`src/rtl/mem_port_arbiter.sv`:
```
// Shares one single-port memory between fetch (IF) and load/store (LS), one transaction in flight.
// Define ARB_FAIRNESS_EN to force an IF grant after STARVE_MAX consecutive IF losses.
module mem_port_arbiter #(
    parameter int ADDR_W  = 32,
    parameter int DATA_W  = 32,
    parameter int MEM_LAT = 1
`ifdef ARB_FAIRNESS_EN
    , parameter int STARVE_MAX = 4
`endif
) (
    input  logic              clock,
    input  logic              reset,
    input  logic              if_req,
    input  logic [ADDR_W-1:0] if_addr,
    output logic              if_gnt,
    output logic              if_rvalid,
    output logic [DATA_W-1:0] if_rdata,
    input  logic              ls_req,
    input  logic              ls_we,
    input  logic [1:0]        ls_size,
    input  logic [ADDR_W-1:0] ls_addr,
    input  logic [DATA_W-1:0] ls_wdata,
    output logic              ls_gnt,
    output logic              ls_rvalid,
    output logic [DATA_W-1:0] ls_rdata,
    output logic              mem_en,
    output logic              mem_we,
    output logic [1:0]        mem_size,
    output logic [ADDR_W-1:0] mem_addr,
    output logic [DATA_W-1:0] mem_wdata,
    input  logic [DATA_W-1:0] mem_rdata
);

    typedef enum logic [1:0] {IDLE, ISSUE, WAIT} state_t;

    state_t     state, state_nxt;
    logic [2:0] lat_cnt;
    logic       own_ls;
    logic       last_wait;
    logic       arb_en;
    logic       force_if;
    logic       ls_win;
    logic       if_win;
    logic       any_gnt;

    // Arbitration happens when idle or in the response cycle, so back-to-back accesses lose no cycle.
    assign last_wait = (state == WAIT) && (lat_cnt == 3'(MEM_LAT));
    assign arb_en    = !reset && ((state == IDLE) || last_wait);

`ifdef ARB_FAIRNESS_EN
    localparam int SW = $clog2(STARVE_MAX + 1);
    logic [SW-1:0] starve_cnt;

    assign force_if = (starve_cnt == SW'(STARVE_MAX)) && if_req && ls_req;

    always_ff @(posedge clock) begin
        if (reset) begin
            starve_cnt <= '0;
        end else if (arb_en) begin
            if (!if_req || if_win)
                starve_cnt <= '0;
            else if (ls_win)
                starve_cnt <= starve_cnt + 1'b1;
        end
    end
`else
    assign force_if = 1'b0;
`endif

    assign ls_win  = arb_en && ls_req && !force_if;
    assign if_win  = arb_en && if_req && !ls_win;
    assign any_gnt = ls_win || if_win;

    assign ls_gnt    = ls_win;
    assign if_gnt    = if_win;
    assign ls_rvalid = !reset && last_wait && own_ls;
    assign if_rvalid = !reset && last_wait && !own_ls;
    assign ls_rdata  = mem_rdata;
    assign if_rdata  = mem_rdata;

    always_comb begin
        state_nxt = state;
        case (state)
            IDLE:    if (any_gnt) state_nxt = ISSUE;
            ISSUE:   state_nxt = WAIT;
            WAIT:    if (last_wait) state_nxt = any_gnt ? ISSUE : IDLE;
            default: state_nxt = IDLE;
        endcase
    end

    // Port fields are captured at grant, so mem_en/we/size are high only in the ISSUE cycle.
    always_ff @(posedge clock) begin
        if (reset) begin
            state     <= IDLE;
            lat_cnt   <= '0;
            own_ls    <= 1'b0;
            mem_en    <= 1'b0;
            mem_we    <= 1'b0;
            mem_size  <= 2'b00;
            mem_addr  <= '0;
            mem_wdata <= '0;
        end else begin
            state    <= state_nxt;
            mem_en   <= any_gnt;
            mem_we   <= ls_win && ls_we;
            mem_size <= ls_win ? ls_size : (if_win ? 2'b10 : 2'b00);
            if (any_gnt) begin
                own_ls    <= ls_win;
                mem_addr  <= ls_win ? ls_addr : if_addr;
                mem_wdata <= ls_win ? ls_wdata : '0;
            end
            if (state == ISSUE)
                lat_cnt <= 3'd1;
            else if (last_wait)
                lat_cnt <= '0;
            else if (state == WAIT)
                lat_cnt <= lat_cnt + 3'd1;
        end
    end

endmodule

```
`config.mk`:
```
export PLATFORM = sky130hd
export DESIGN_NAME = mem_port_arbiter
export DESIGN_NICKNAME = d
export VERILOG_FILES = /design/src/rtl/mem_port_arbiter.sv
export SDC_FILE = /design/constraint.sdc
export NUM_CORES = 1
export LEC_CHECK = 0
export CAP_MARGIN = 30
export CORE_AREA = 2 2 105 107
export DETAILED_ROUTE_END_ITERATION = 16
export DIE_AREA = 0 0 107 109
export GPL_ROUTABILITY_DRIVEN = 1
export PLACE_DENSITY = 0.86
export SLEW_MARGIN = 25
export SYNTH_ARGS = -nofsm -noshare
export SYNTH_HDL_FRONTEND = slang
export SYNTH_SLANG_ARGS = --single-unit
```
`constraint.sdc`:
```
create_clock -name clock -period 3.5 [get_ports clock]
set_input_delay 0.525 -clock clock [delete_from_list [all_inputs] [get_ports clock]]
set_output_delay 0.525 -clock clock [all_outputs]
set_load 0.02 [all_outputs]
```
=== Word-level counts from Yosys, hierarchy flattened ===
Cells that the tools add are included.

* Add/subtract/negate cells: 1
* $mul: 0
* Div/mod/pow operators: 0
* Order comparisons: 0
* Equal/unequal tests: 5
* Shift-type cells: 0
* Muxes and demuxes: 11
* Bitwise operators: 0
* Reduce and logical (&&, ||, !) cells: 18

{| class="wikitable"
|+ Operators with widths
! operator !! count
|-
| $mux W32 || 2
|-
| $logic_and A1 B1 Y1 || 9
|-
| $mux W2 || 4
|-
| $pmux W2 S3 || 1
|-
| $mux W1 || 4
|-
| $ne A2 B2 Y1 const B || 2
|-
| $add A3 B1 Y3 const B || 1
|-
| $eq A3 B1 Y1 const B || 1
|-
| $logic_not A1 Y1 || 3
|-
| $reduce_bool A3 Y1 || 1
|-
| $reduce_or A3 Y1 || 1
|-
| $eq A2 B1 Y1 const B || 1
|-
| $eq A2 B2 Y1 const B || 1
|-
| $logic_not A2 Y1 || 1
|-
| $logic_or A1 B1 Y1 || 2
|-
| $reduce_and A2 Y1 || 1
|}

* Register bits: 74
* Bits in latches: 0
* Bits in writable memories: 0
* ROM bits: 0
* Bits of input ports: 135
* Memories: 0

=== Longest topological paths before layout ===
* Depth in word-level cells: 11
* Gate-level depth with buffers: 6
* Mapped depth without buffers: 5

=== Least setup slack after synthesis ===
No wires, ideal clock.

* Path kind: input to output
* Start: input port reset
* End: output port ls_rvalid
* Data arrival time: 1,417 ps
* Data required time: 2,975 ps
* Slack: 1,558 ps
* Stages on the path: 4
* Path buffers: 2
* Cell sequence: inv_1 -> clkbuf_1 -> clkbuf_1 -> and3_1

* Word-level cells in the longest chain between the ends: 3

{| class="wikitable"
|+ RTL lines
! element !! line !! RTL
|-
| from (decl) || 12 || <nowiki>input logic reset,</nowiki>
|-
| $logic_not A1 Y1 || 76 || <nowiki>assign ls_rvalid = !reset && last_wait && own_ls;</nowiki>
|-
| $logic_and A1 B1 Y1 (2 in series) || 76 ||
|-
| to (decl) || 24 || <nowiki>output logic ls_rvalid,</nowiki>
|}

Every way passes these cells.

=== Worst setup path in the final report ===
* Start: register state[0]
* End: output port if_gnt

* Word-level cells in the longest chain between the ends: 7

{| class="wikitable"
|+ RTL lines
! element !! line !! RTL
|-
| from (decl) || 36 || <nowiki>state_t state, state_nxt;</nowiki>
|-
| from (signal assigned) || 103 || <nowiki>state <= state_nxt;</nowiki>
|-
| $eq A2 B2 Y1 || 47 || <nowiki>assign last_wait = (state == WAIT) && (lat_cnt == 3'(MEM_LAT));</nowiki>
|-
| $logic_and A1 B1 Y1 || 47 ||
|-
| $logic_or A1 B1 Y1 * || 48 || <nowiki>assign arb_en = !reset && ((state == IDLE) || last_wait);</nowiki>
|-
| $logic_and A1 B1 Y1 * || 48 ||
|-
| $logic_and A1 B1 Y1 || 70 || <nowiki>assign ls_win = arb_en && ls_req && !force_if;</nowiki>
|-
| $logic_not A1 Y1 || 71 || <nowiki>assign if_win = arb_en && if_req && !ls_win;</nowiki>
|-
| $logic_and A1 B1 Y1 * || 71 ||
|-
| to (decl) || 15 || <nowiki>output logic if_gnt,</nowiki>
|}

Mark *: on every way between the ends. The rest lies on a longest branch, timed or not.

==> impl_metrics.env <==
export IMPL_fin_skew_ns=0.0120
export IMPL_wirelength_um=10600
export IMPL_synth_top_cells_by_count="74 x dfxtp_1, 64 x buf_4, 38 x inv_1, 36 x nor2_1"
export IMPL_antenna_found_initial=0
export IMPL_drive_gt1_share_pct=7.07
export IMPL_synth_area_top_cells="dfxtp_1 41%, buf_4 13%, a32o_1 8.9%, o22a_1 7.8%, a221oi_1 7.6%"
export IMPL_hold_path_class="flop to flop"
export IMPL_postCtsSetupBuffers=0
export IMPL_tightest_slew_ns=0.919
export IMPL_worstPathArrival_ns=2.38
export IMPL_num_vias=3196
export IMPL_cts_buffers=9
export IMPL_post_route_drc_count=0
export IMPL_rsz0062_at_grt="false"
export IMPL_async_flop_share_pct=0
export IMPL_place_area_um2=4950
export IMPL_grt_pass1_vias=3269
export IMPL_synth_edf_count=0
export IMPL_die_w_um=107
export IMPL_worstPathCellList="inv_1 > ha_1 > and3b_2 > o21ai_0 > nor2_1 > clkdlybuf4s50_1"
export IMPL_grt_overflow_total=0
export IMPL_crit_path_start_kind="flop"
export IMPL_ir_worst_vdd_mv=0.238
export IMPL_p_leak_nw=2.11
export IMPL_place_inst=605
export IMPL_wire_per_inst_um=17.0
export IMPL_grt_start_max_net_pins=64
export IMPL_rows=38
export IMPL_finalSetupTns_ns=0
export IMPL_synth_area_leader_cell="dfxtp_1"
export IMPL_avgSynthCellArea_um2=9.51
export IMPL_gp_congestion=0.771
export IMPL_grt_pass1_wl_um=16000
export IMPL_slowest_stage="clkdlybuf4s50_1"
export IMPL_yosys_area_top_type_share_pct=41.2
export IMPL_syn_inst=378
export IMPL_netlist_area_um2=3590
export IMPL_ys_warn_count=0
export IMPL_finalInstanceArea_um2=5150
export IMPL_synth_cell_types=33
export IMPL_timing_final_crit_share_pct=82.9
export IMPL_cts_sinks=74
export IMPL_io_buffers=174
export IMPL_fin_util_pct=48.6
export IMPL_crit_family="buffers and inverters"
export IMPL_drt_iter0_drc=130
export IMPL_fmax_mhz=345
export IMPL_yosysSeqAreaShare_pct=41.2
export IMPL_cts_max_level=3
export IMPL_synth_flop_cell="dfxtp_1"
export IMPL_critical_path_class="flop to primary output"
export IMPL_hold_violations=0
export IMPL_cts_root_buf="clkbuf_8"
export IMPL_drtAntennaViolNets=0
export IMPL_status="finished clean"
export IMPL_dp_hpwl_um=7860
export IMPL_cp_num_buf_inv=2
export IMPL_endpoint_kind="primary output"
export IMPL_p_per_area_nw_per_um2=555
export IMPL_yosysMostFrequentCell="dfxtp_1"
export IMPL_fin_crit_ns=2.90
export IMPL_areaGrowthSynthToFinish_pct=43.3
export IMPL_clk_pin_slew_ns=0.08
export IMPL_hold_buffers=0
export IMPL_fp_dieArea_um2=11700
export IMPL_initial_core_util_pct=33.9
export IMPL_pin_count=271
export IMPL_setup_violations_final=0
export IMPL_cap_violations=0
export IMPL_slew_headroom_pct=38.7
export IMPL_first_pass_iters=5
export IMPL_coreArea_um2=10600
export IMPL_cp_data_required_time_ns=2.97
export IMPL_syn_num_nets=519
export IMPL_fp_dieH_um=109
export IMPL_final_cells=621
export IMPL_grt_usage_pct=17.3
export IMPL_drv_slew=0
export IMPL_cts_tree="yes"
export IMPL_cts_buffer_depth=2
export IMPL_path_max_fanout=6
export IMPL_synth_seq_cells=74
export IMPL_nNetsFinal=617
export IMPL_critPathMaxStageDelay_ns=0.63
export IMPL_via_per_inst=5.15
export IMPL_clk_latency_ns=0.35
export IMPL_diodes=0
export IMPL_cts_resized=0
[where the power goes]
part | switching (W) | internal [W] | leakage (nW)
clock | 0.000344 | 0.000334 | 0.0998
combinational | 0.000540 | 0.000536 | 1.40
sequential | 0.0000959 | 0.00101 | 0.612
total | 0.000980 | 0.00188 | 2.11
[layout by cell type, fill, tap and decap left out, types with 3 or more instances in the layout]
| cell type | instances |
|---|---|
| a221oi_1 | 31 |
| a21oi_1 | 3 |
| nor2_1 | 36 |
| inv_1 | 38 |
| ha_1 | 6 |
| clkinv_4 | 3 |
| buf_4 | 7 |
| dfxtp_1 | 74 |
| nand2_1 | 5 |
| clkbuf_8 | 9 |
| clkdlybuf4s50_1 | 173 |
| o22a_1 | 32 |
| a32o_1 | 32 |
[path summary, 6_finish.rpt]
| check | from | end | slack [ns] | depth (start not counted) |
|---|---|---|---|---|
| worst min register to register | mem_addr[23]$_SDFFE_PP0P_ | mem_addr[23]$_SDFFE_PP0P_ | 0.49 | 1 |
| worst max register to register | state[0]$_SDFFE_PP0P_ | mem_wdata[31]$_SDFFE_PP0P_ | 1.38 | 5 |
| worst min-delay path | mem_addr[23]$_SDFFE_PP0P_ | mem_addr[23]$_SDFFE_PP0P_ | 0.49 | 1 |
| worst max-delay path | state[0]$_SDFFE_PP0P_ | if_gnt | 0.60 | 6 |
[registers in the layout, summed over array words and instances (netlist names)]
name,cells
own_ls,1
mem_en,1
lat_cnt,3
mem_size,2
mem_we,1
mem_wdata,32
state,2
mem_addr,32
[metrics by stage]
step	setup WS, ns	hold WS (ns)	power, W
CTS	0.577	0.490	0.00290
global placement	0.792	0.465	0.00216
global route	0.439	0.514	0.00301
floorplan	1.56	0.465	0.00178
detailed placement	0.755	0.470	0.00221
finish	0.598	0.487	0.00286
[metal layers]
metal | routed length [µm] | vias to the layer above | part of all wire, % | GRT usage [%]
met5 | 0 | - | 0 | 0
met4 | 165 | 0 | 1.6 | 6.12
met3 | 1120 | 19 | 11 | 7.95
met2 | 5480 | 179 | 52 | 31.9
met1 | 3810 | 1504 | 36 | 17.1
li1 | - | 1494 | - | -
[area by class of cell]
class / instances / area [µm²]
Clock inverter: 7 / 77.6
Multi-Input combinational cell: 170 / 1350
Inverter: 39 / 146
Fill cell: 976 / 5450
Clock buffer: 9 / 124
Tap cell: 140 / 175
Sequential cell: 74 / 1480
Timing Repair Buffer: 182 / 1800
[worst reg2reg max path: stages (launching register included)]
cell     delay, ns
dfxtp_1       0.37
inv_1         0.09
ha_1          0.29
and3b_2       0.30
o22ai_4       0.71
a32o_1        0.29
[kinds of logic (layout without fill, tap and decap cells)]
family	count (synthesis)	after routing	share of synthesized area, %
flops	74	74	41.2
mux	2	2	0.557
compound gates	109	109	27.4
buf+inv	134	237	21.8
fa+ha+maj	6	6	2.09
simple gates	53	53	6.93
No activity file was read; power rests on OpenSTA's default activity.
